$ cat config.mk
export PLATFORM = sky130hd
export DESIGN_NAME = pixel_plot_writer
export DESIGN_NICKNAME = d
export VERILOG_FILES = /design/src/rtl/pixel_plot_writer.sv
export SDC_FILE = /design/constraint.sdc
export NUM_CORES = 1
export LEC_CHECK = 0
export CELL_PAD_IN_SITES_DETAIL_PLACEMENT = 1
export CELL_PAD_IN_SITES_GLOBAL_PLACEMENT = 2
export CORE_UTILIZATION = 45
export DETAILED_ROUTE_END_ITERATION = 6
export PLACE_DENSITY = 0.86
export SLEW_MARGIN = 20
export SYNTH_ARGS = -nofsm -noshare
export SYNTH_HDL_FRONTEND = slang
export SYNTH_SLANG_ARGS = --single-unit
export TNS_END_PERCENT = 20
$ cat constraint.sdc
create_clock -name clk -period 5.8 [get_ports clk]
set_input_delay 0.58 -clock clk [delete_from_list [all_inputs] [get_ports clk]]
set_output_delay 0.58 -clock clk [all_outputs]
set_load 0.05 [all_outputs]
$ cat src/rtl/pixel_plot_writer.sv
// Pixel FIFO and framebuffer write port: buffers sprite pixels, maps (x,y) to a linear
// address, drops off-screen pixels. Optional colour-key transparency via PLOT_TRANSPARENT_EN.
module pixel_plot_writer #(
  parameter int          DEPTH           = 8,
  parameter int          SCREEN_W        = 160,
  parameter int          SCREEN_H        = 120,
  parameter logic [11:0] TRANSPARENT_KEY = 12'h000
) (
  input  logic        clk,
  input  logic        resetn,
  input  logic        pix_valid,
  output logic        pix_ready,
  input  logic [7:0]  pix_x,
  input  logic [6:0]  pix_y,
  input  logic [11:0] pix_colour,
  input  logic        pix_clear,
  input  logic        pix_last,
  input  logic        mem_busy,
  output logic        mem_we,
  output logic [14:0] mem_addr,
  output logic [11:0] mem_data,
  output logic        done,
  output logic [7:0]  drop_count
);

  localparam int PTR_W   = (DEPTH > 1) ? $clog2(DEPTH) : 1;
  localparam int CNT_W   = $clog2(DEPTH + 1);
  localparam int ENTRY_W = 29;
  localparam logic [8:0] W_LIM = 9'(SCREEN_W);
  localparam logic [7:0] H_LIM = 8'(SCREEN_H);

  typedef enum logic {IDLE = 1'b0, ACTIVE = 1'b1} state_t;

  state_t             state_reg, state_next;
  logic [PTR_W-1:0]   wr_ptr_reg, wr_ptr_next;
  logic [PTR_W-1:0]   rd_ptr_reg, rd_ptr_next;
  logic [CNT_W-1:0]   count_reg, count_next;
  logic               mem_we_reg, mem_we_next;
  logic [14:0]        mem_addr_reg, mem_addr_next;
  logic [11:0]        mem_data_reg, mem_data_next;
  logic               done_reg, done_next;
  logic [7:0]         drop_count_reg, drop_count_next;

  // Storage is read asynchronously at the head so a pixel pushed on one edge can pop on the next.
  logic [ENTRY_W-1:0] fifo_mem [DEPTH];

  logic               full;
  logic               push;
  logic               pop;
  logic [ENTRY_W-1:0] head;
  logic [7:0]         head_x;
  logic [6:0]         head_y;
  logic [11:0]        head_colour;
  logic               head_clear;
  logic               head_last;
  logic               in_range;
  logic               is_key;
  logic               write_ok;
  logic               drop;
  logic [14:0]        lin_addr;

  assign full      = (count_reg == CNT_W'(DEPTH));
  assign pix_ready = resetn && !full;
  assign push      = pix_valid && pix_ready;
  assign pop       = (state_reg == ACTIVE) && !mem_busy;

  assign head = fifo_mem[rd_ptr_reg];
  assign {head_x, head_y, head_colour, head_clear, head_last} = head;

  assign in_range = ({1'b0, head_x} < W_LIM) && ({1'b0, head_y} < H_LIM);

`ifdef PLOT_TRANSPARENT_EN
  assign is_key = !head_clear && (head_colour == TRANSPARENT_KEY);
`else
  // Key stays referenced but is masked off, so the comparison folds away.
  assign is_key = 1'b0 && (head_colour == TRANSPARENT_KEY);
`endif

  assign write_ok = pop && in_range && !is_key;
  assign drop     = pop && !(in_range && !is_key);

  // y*160 as shift-add; fits 15 bits for every in-range coordinate.
  assign lin_addr = {1'b0, head_y, 7'd0} + {3'd0, head_y, 5'd0} + {7'd0, head_x};

  always_ff @(posedge clk) begin
    if (push) begin
      fifo_mem[wr_ptr_reg] <= {pix_x, pix_y, pix_colour, pix_clear, pix_last};
    end
  end

  always_comb begin
    state_next = state_reg;
    case (state_reg)
      IDLE:    if (push) state_next = ACTIVE;
      ACTIVE:  if (pop && !push && (count_reg == CNT_W'(1))) state_next = IDLE;
      default: state_next = IDLE;
    endcase
  end

  always_comb begin
    wr_ptr_next = wr_ptr_reg;
    rd_ptr_next = rd_ptr_reg;
    count_next  = count_reg;
    if (push) wr_ptr_next = wr_ptr_reg + PTR_W'(1);
    if (pop)  rd_ptr_next = rd_ptr_reg + PTR_W'(1);
    case ({push, pop})
      2'b10:   count_next = count_reg + CNT_W'(1);
      2'b01:   count_next = count_reg - CNT_W'(1);
      default: count_next = count_reg;
    endcase
  end

  always_comb begin
    mem_we_next     = write_ok;
    mem_addr_next   = mem_addr_reg;
    mem_data_next   = mem_data_reg;
    done_next       = pop && head_last;
    drop_count_next = drop_count_reg;
    if (write_ok) begin
      mem_addr_next = lin_addr;
      mem_data_next = head_clear ? 12'h000 : head_colour;
    end
    if (drop && (drop_count_reg != 8'hFF)) begin
      drop_count_next = drop_count_reg + 8'd1;
    end
  end

  always_ff @(posedge clk or negedge resetn) begin
    if (!resetn) begin
      state_reg      <= IDLE;
      wr_ptr_reg     <= '0;
      rd_ptr_reg     <= '0;
      count_reg      <= '0;
      mem_we_reg     <= 1'b0;
      mem_addr_reg   <= '0;
      mem_data_reg   <= '0;
      done_reg       <= 1'b0;
      drop_count_reg <= '0;
    end else begin
      state_reg      <= state_next;
      wr_ptr_reg     <= wr_ptr_next;
      rd_ptr_reg     <= rd_ptr_next;
      count_reg      <= count_next;
      mem_we_reg     <= mem_we_next;
      mem_addr_reg   <= mem_addr_next;
      mem_data_reg   <= mem_data_next;
      done_reg       <= done_next;
      drop_count_reg <= drop_count_next;
    end
  end

  assign mem_we     = mem_we_reg;
  assign mem_addr   = mem_addr_reg;
  assign mem_data   = mem_data_reg;
  assign done       = done_reg;
  assign drop_count = drop_count_reg;

endmodule

-- Yosys cells after proc, flatten, opt, wreduce, memory -nomap -nowiden
Memory sizes are Yosys's and may differ from the RTL's.
Index checks and enable logic that the tools add are counted.
- register bits after elaboration: 48
- output and inout bits: 38
- bits in writable memories: 232
- memories: 1
- input bits: 33
- word-level logic and storage cells: 46
- memory list (name ; depth ; width ; read ports ; clocked after Yosys merged registers in ; wr ports ; RTL line ; RTL):
    fifo_mem ; 8 ; 29 ; 1 ; 0 ; 1 ; 45 ; logic [ENTRY_W-1:0] fifo_mem [DEPTH];
- equal/unequal tests: 5
- add/subtract/negate cells: 7
- order comparisons: 2
- multiplexer cells: 6
- bitwise logic cells: 1
- reduce and logical (&&, ||, !) cells: 15
- operators by type and width (kind ; number):
    $add A14 B12 Y15 ; 1
    $add A15 B8 Y15 ; 1
    $mux W12 ; 1
    $logic_and A1 B1 Y1 ; 10
    $add A8 B1 Y8 const B ; 1
    $lt A8 B8 Y1 const B ; 1
    $ne A8 B8 Y1 const B ; 1
    $pmux W4 S2 ; 1
    $lt A7 B7 Y1 const B ; 1
    $add A3 B1 Y3 const B ; 2
    $add A4 B1 Y4 const B ; 1
    $eq A4 B1 Y1 const B ; 1
    $eq A4 B4 Y1 const B ; 1
    $logic_not A1 Y1 ; 4
    $sub A4 B1 Y4 const B ; 1
    $mux W1 ; 3
    $eq A2 B1 Y1 const B ; 1
    $eq A2 B2 Y1 const B ; 1
    $pmux W1 S2 ; 1
    $reduce_bool A2 Y1 ; 1
    $not A1 Y1 ; 1

-- Depth between registers and ports, before layout
- word-level depth: 9
- gate-level depth with buffers: 16
- mapped depth without buffers: 13

-- Least setup slack after synthesis
OpenSTA, ideal clock, no wires.
- path kind: reg-to-reg
- start: register count_reg[0]
- end: memory fifo_mem[0][0], enable pin
- cell stages (with the launch flop): 7
- buffers on the path: 0
- arrival time: 4246 ps
- data required time: 5311 ps
- path slack: 1066 ps
- period minus slack after synthesis: 4734 ps
- path through: dfrtp_1 -> inv_1 -> ha_1 -> nand2_1 -> o21a_1 -> nand2_1 -> nor4_1
- cells in the longest elaborated chain, start to end: 6
- RTL lines (item ; RTL line ; RTL):
    from (decl) ; 37 ; logic [CNT_W-1:0] count_reg, count_next;
    from (signal assigned) ; 143 ; count_reg <= count_next;
    $eq A4 B4 Y1 ; 62 ; assign full = (count_reg == CNT_W'(DEPTH));
    $logic_not A1 Y1 ; 63 ; assign pix_ready = resetn && !full;
    $logic_and A1 B1 Y1 ; 63 ;
    named net pix_ready ; 12 ; output logic pix_ready,
    $logic_and A1 B1 Y1 ; 64 ; assign push = pix_valid && pix_ready;
    $mux W1 ; 86 ; if (push) begin
    $mux W1 (not written as such) ; 87 ; fifo_mem[wr_ptr_reg] <= {pix_x, pix_y, pix_colour, pix_clear, pix_last};
    to (decl) ; 45 ;
The timed path passes the listed nets, and every way through them passes these cells.

-- Worst setup path in the final report
- start: register rd_ptr_reg[0]
- end: register mem_addr_reg[12] (netlist: mem_addr[12])
- cells in the longest elaborated chain, start to end: 4
- elaborated cells on any way between the ends: 7
- those cells by class: add/sub: 2; order compare: 2; reduce/logical: 2; memory: 1
- RTL lines (item ; RTL line ; RTL):
    from (decl) ; 36 ; logic [PTR_W-1:0] rd_ptr_reg, rd_ptr_next;
    from (signal assigned) ; 142 ; rd_ptr_reg <= rd_ptr_next;
    $mem_v2 Z8 W29 * ; - ;
    branches (longest 3 deep; another with $add A14 B12 Y15) ; - ;
    to (signal assigned) ; 145 ; mem_addr_reg <= mem_addr_next;
    to (decl) ; 39 ; logic [14:0] mem_addr_reg, mem_addr_next;
Mark *: on every way between the ends.
A chain may end at the register's enable or synchronous reset.

==> reports/qor.txt <==
H-tree Lvls: 1
fin. max-slew vios: 0
Layout area overhead: 17.7%
IO Pins: 71
r2r endpoint: mem_addr[12]
routed vias/inst: 5.40
crit-path cells: mux4_2 > nand2_1 > and2_1 > inv_1 > ha_1 > ha_1 > fa_1 > a21o_1 > a21oi_1 > o21bai_1 > a21o_1 > xor2_1 > mux2_1
Synth cell types: 42
TritonCTS clock tree: yes
most instantiated cells after synthesis: edfxtp_1 (232), nand2_1 (86), mux4_2 (52)
CP required: 6.22 ns
clk_skew: 0.0185 ns
first-pass GRT wire length: 36.3 mm
flop-to-flop setup slack: 1.73 ns
clk_lat worst skew: 0.54 ns
Post-Syn Nets: 660
EDFF count, synth: 232
clk buf depth: 3
CP max stage delay: 1.03 ns
post-place instance area: 12300 um2
slowest CP cell: dfrtp_4
clock sink count: 280
top cell type's share of synthesized area: 62.0%
Mean Syn Cell Area: 18.6 um2
vias: 5635
most frequent cell after synthesis: edfxtp_1
Seq/Total Area, Yosys: 72.7%
Initial Utilization: 46.1%
Clock Power Share: 23.6%
leak pwr: 4.61 nW
Achievable Freq: 0.246 GHz
Async S/R FF share, synth: 17.1%
Pre-antenna DRT Iters: 4
VDD IR-drop max: 269 uV
Total GRT Usage: 18.9%
Post-DRT Antenna Nets: 0
top cells by area, synth: edfxtp_1 (62%), dfrtp_1 (11%), mux4_2 (10%), nand2_1 (2.9%), ha_1 (2.2%)
CP startpoint kind: register
TNS Setup: 0 ns
Slew headroom: 33.1%
Mapped Area: 11200 um2
Rows: 57
vias in the first global route: 6288
Register-to-Register Path Depth: 13
Port Buffers: 70
post-route DRC violation count: 0
Die W: 160 um
iteration-0 DRC count of the detailed router: 386
MaxCap Viol Count: 0
Seq cells post-synth: 280
Worst Path Arrival: 4.49 ns
layout cells sized above 1: 19.6%
combinational share of power: 38.0%
P_int: 4.68 mW
grt ovf: 0
height of the die: 160 um
sw frac: 35.2%
period utilization: 70.2%
PD cells: 546 nW/um2
WS Path Type: register to register
Reg clk slew, reported paths: 0.06 ns
max reg flops: 232
initial antenna violation count: 1
Final Critical Period: 4.07 ns
final non-filler cell area: 13200 um2
status: completed
post_cts resized: 0
Crit Path Max Fanout: 46
WL final: 23.4 mm
RSZ-0062 raised after global routing: false
Root Buffer: clkbuf_16
final setup vio count: 0
worst path bufs/invs: 1
top_reg_cell synth: edfxtp_1
total clock buffers created by CTS: 28
DP HPWL: 13.7 mm
Layout Nets: 751
Routed WL per cell: 22.4 um
slew of the pin with the lowest slew margin: 1.00 ns
GPL Wtd Cong: 0.706
worst r2r src: rd_ptr_reg[0]
post-synthesis cell count: 605
Hold Crit Class: primary input to asynchronous set/reset pin
Psw: 2.54 mW
Critical Path Sink Type: register
Flop pwr share: 38.3%
Hold Buf Count CTS: 0
postcts setup bufs: 0
total core area: 24400 um2
die area: 25600 um2
Synth area leader: edfxtp_1
Ys Warns: 0
final hold vios: 0
critical path's top delay family: flip-flops
largest net degree at the start of global routing: 50
fin util: 54.2%
## cells in the final DEF, fill, tap and decap left out, types with 5 or more instances in the layout
| cell | n |
|---|---|
| clkinv_2 | 6 |
| clkdlybuf4s50_1 | 69 |
| mux4_2 | 52 |
| a31oi_1 | 5 |
| buf_4 | 14 |
| nand2b_1 | 5 |
| mux2_4 | 10 |
| a21oi_1 | 19 |
| ha_1 | 20 |
| clkbuf_1 | 7 |
| mux4_1 | 6 |
| xnor2_1 | 14 |
| mux2_2 | 10 |
| inv_1 | 11 |
| nor2_1 | 15 |
| nand4_1 | 5 |
| edfxtp_1 | 232 |
| nand2_1 | 86 |
| clkbuf_16 | 29 |
| dfrtp_1 | 46 |
## per-layer routing
| metal | track usage (%) | vias up | wire length [um] |
|---|---|---|---|
| met1 | 23.6 | 2951 | 9590 |
| met5 | 0 | - | 0 |
| met4 | 5.58 | 0 | 378 |
| li1 | - | 2536 | - |
| met3 | 2.88 | 28 | 1010 |
| met2 | 34.1 | 120 | 12400 |
## final cells by class
cell class,instances,area [um2]
sequential,280,8170
multi-input combinational,291,2920
antenna,1,2.50
clock buffer,38,779
tap,324,405
clock inverter,14,101
inverter,11,41.3
fill,2206,11200
timing repair buffer,84,801
## stage by stage
step / std cells / hold slack [ns] / power (mW) / setup slack (ns)
2_1_floorplan: 605 / 0.284 / 4.80 / 1.07
3_3_place_gp: 990 / 0.475 / 5.47 / 1.78
3_5_place_dp: 990 / 0.489 / 5.59 / 1.70
4_1_cts: 1042 / 0.223 / 7.31 / 1.67
5_1_grt: 1042 / 0.245 / 7.59 / 1.42
6_report: 1043 / 0.196 / 7.22 / 1.73
## worst max path at each step
stage                        from              to  slack [ns]  cells past startpoint
floorplan            count_reg[0]  fifo_mem[0][0]        1.07                      6
global placement    rd_ptr_reg[0]    mem_addr[12]        1.78                     13
CTS                 rd_ptr_reg[0]    mem_addr[12]        1.67                     13
detailed placement  rd_ptr_reg[0]    mem_addr[12]        1.70                     13
global route        rd_ptr_reg[0]    mem_addr[13]        1.42                     12
finish              rd_ptr_reg[0]    mem_addr[12]        1.73                     13
## cell families after synthesis
| logic type | share of synthesized area [%] |
|---|---|
| DFF | 72.7 |
| AOI/OAI and AO/OA | 1.89 |
| adders and majority gates | 2.58 |
| buffers and inverters | 1.65 |
| xor gates and xnor gates | 1.40 |
| and+or+nand+nor | 5.24 |
| muxes | 14.6 |
## power by group through the flow
| stage | registers (mW) | logic, mW | clock network, mW |
|---|---|---|---|
| detailed placement | 2.82 | 2.78 | 0 |
| global route | 2.82 | 2.97 | 1.80 |
| global placement | 2.79 | 2.68 | 0 |
| floorplan | 3.00 | 1.80 | 0 |
| finish | 2.77 | 2.75 | 1.71 |
| CTS | 2.78 | 2.79 | 1.74 |
Note: power is estimated with default switching activity, not from simulation.
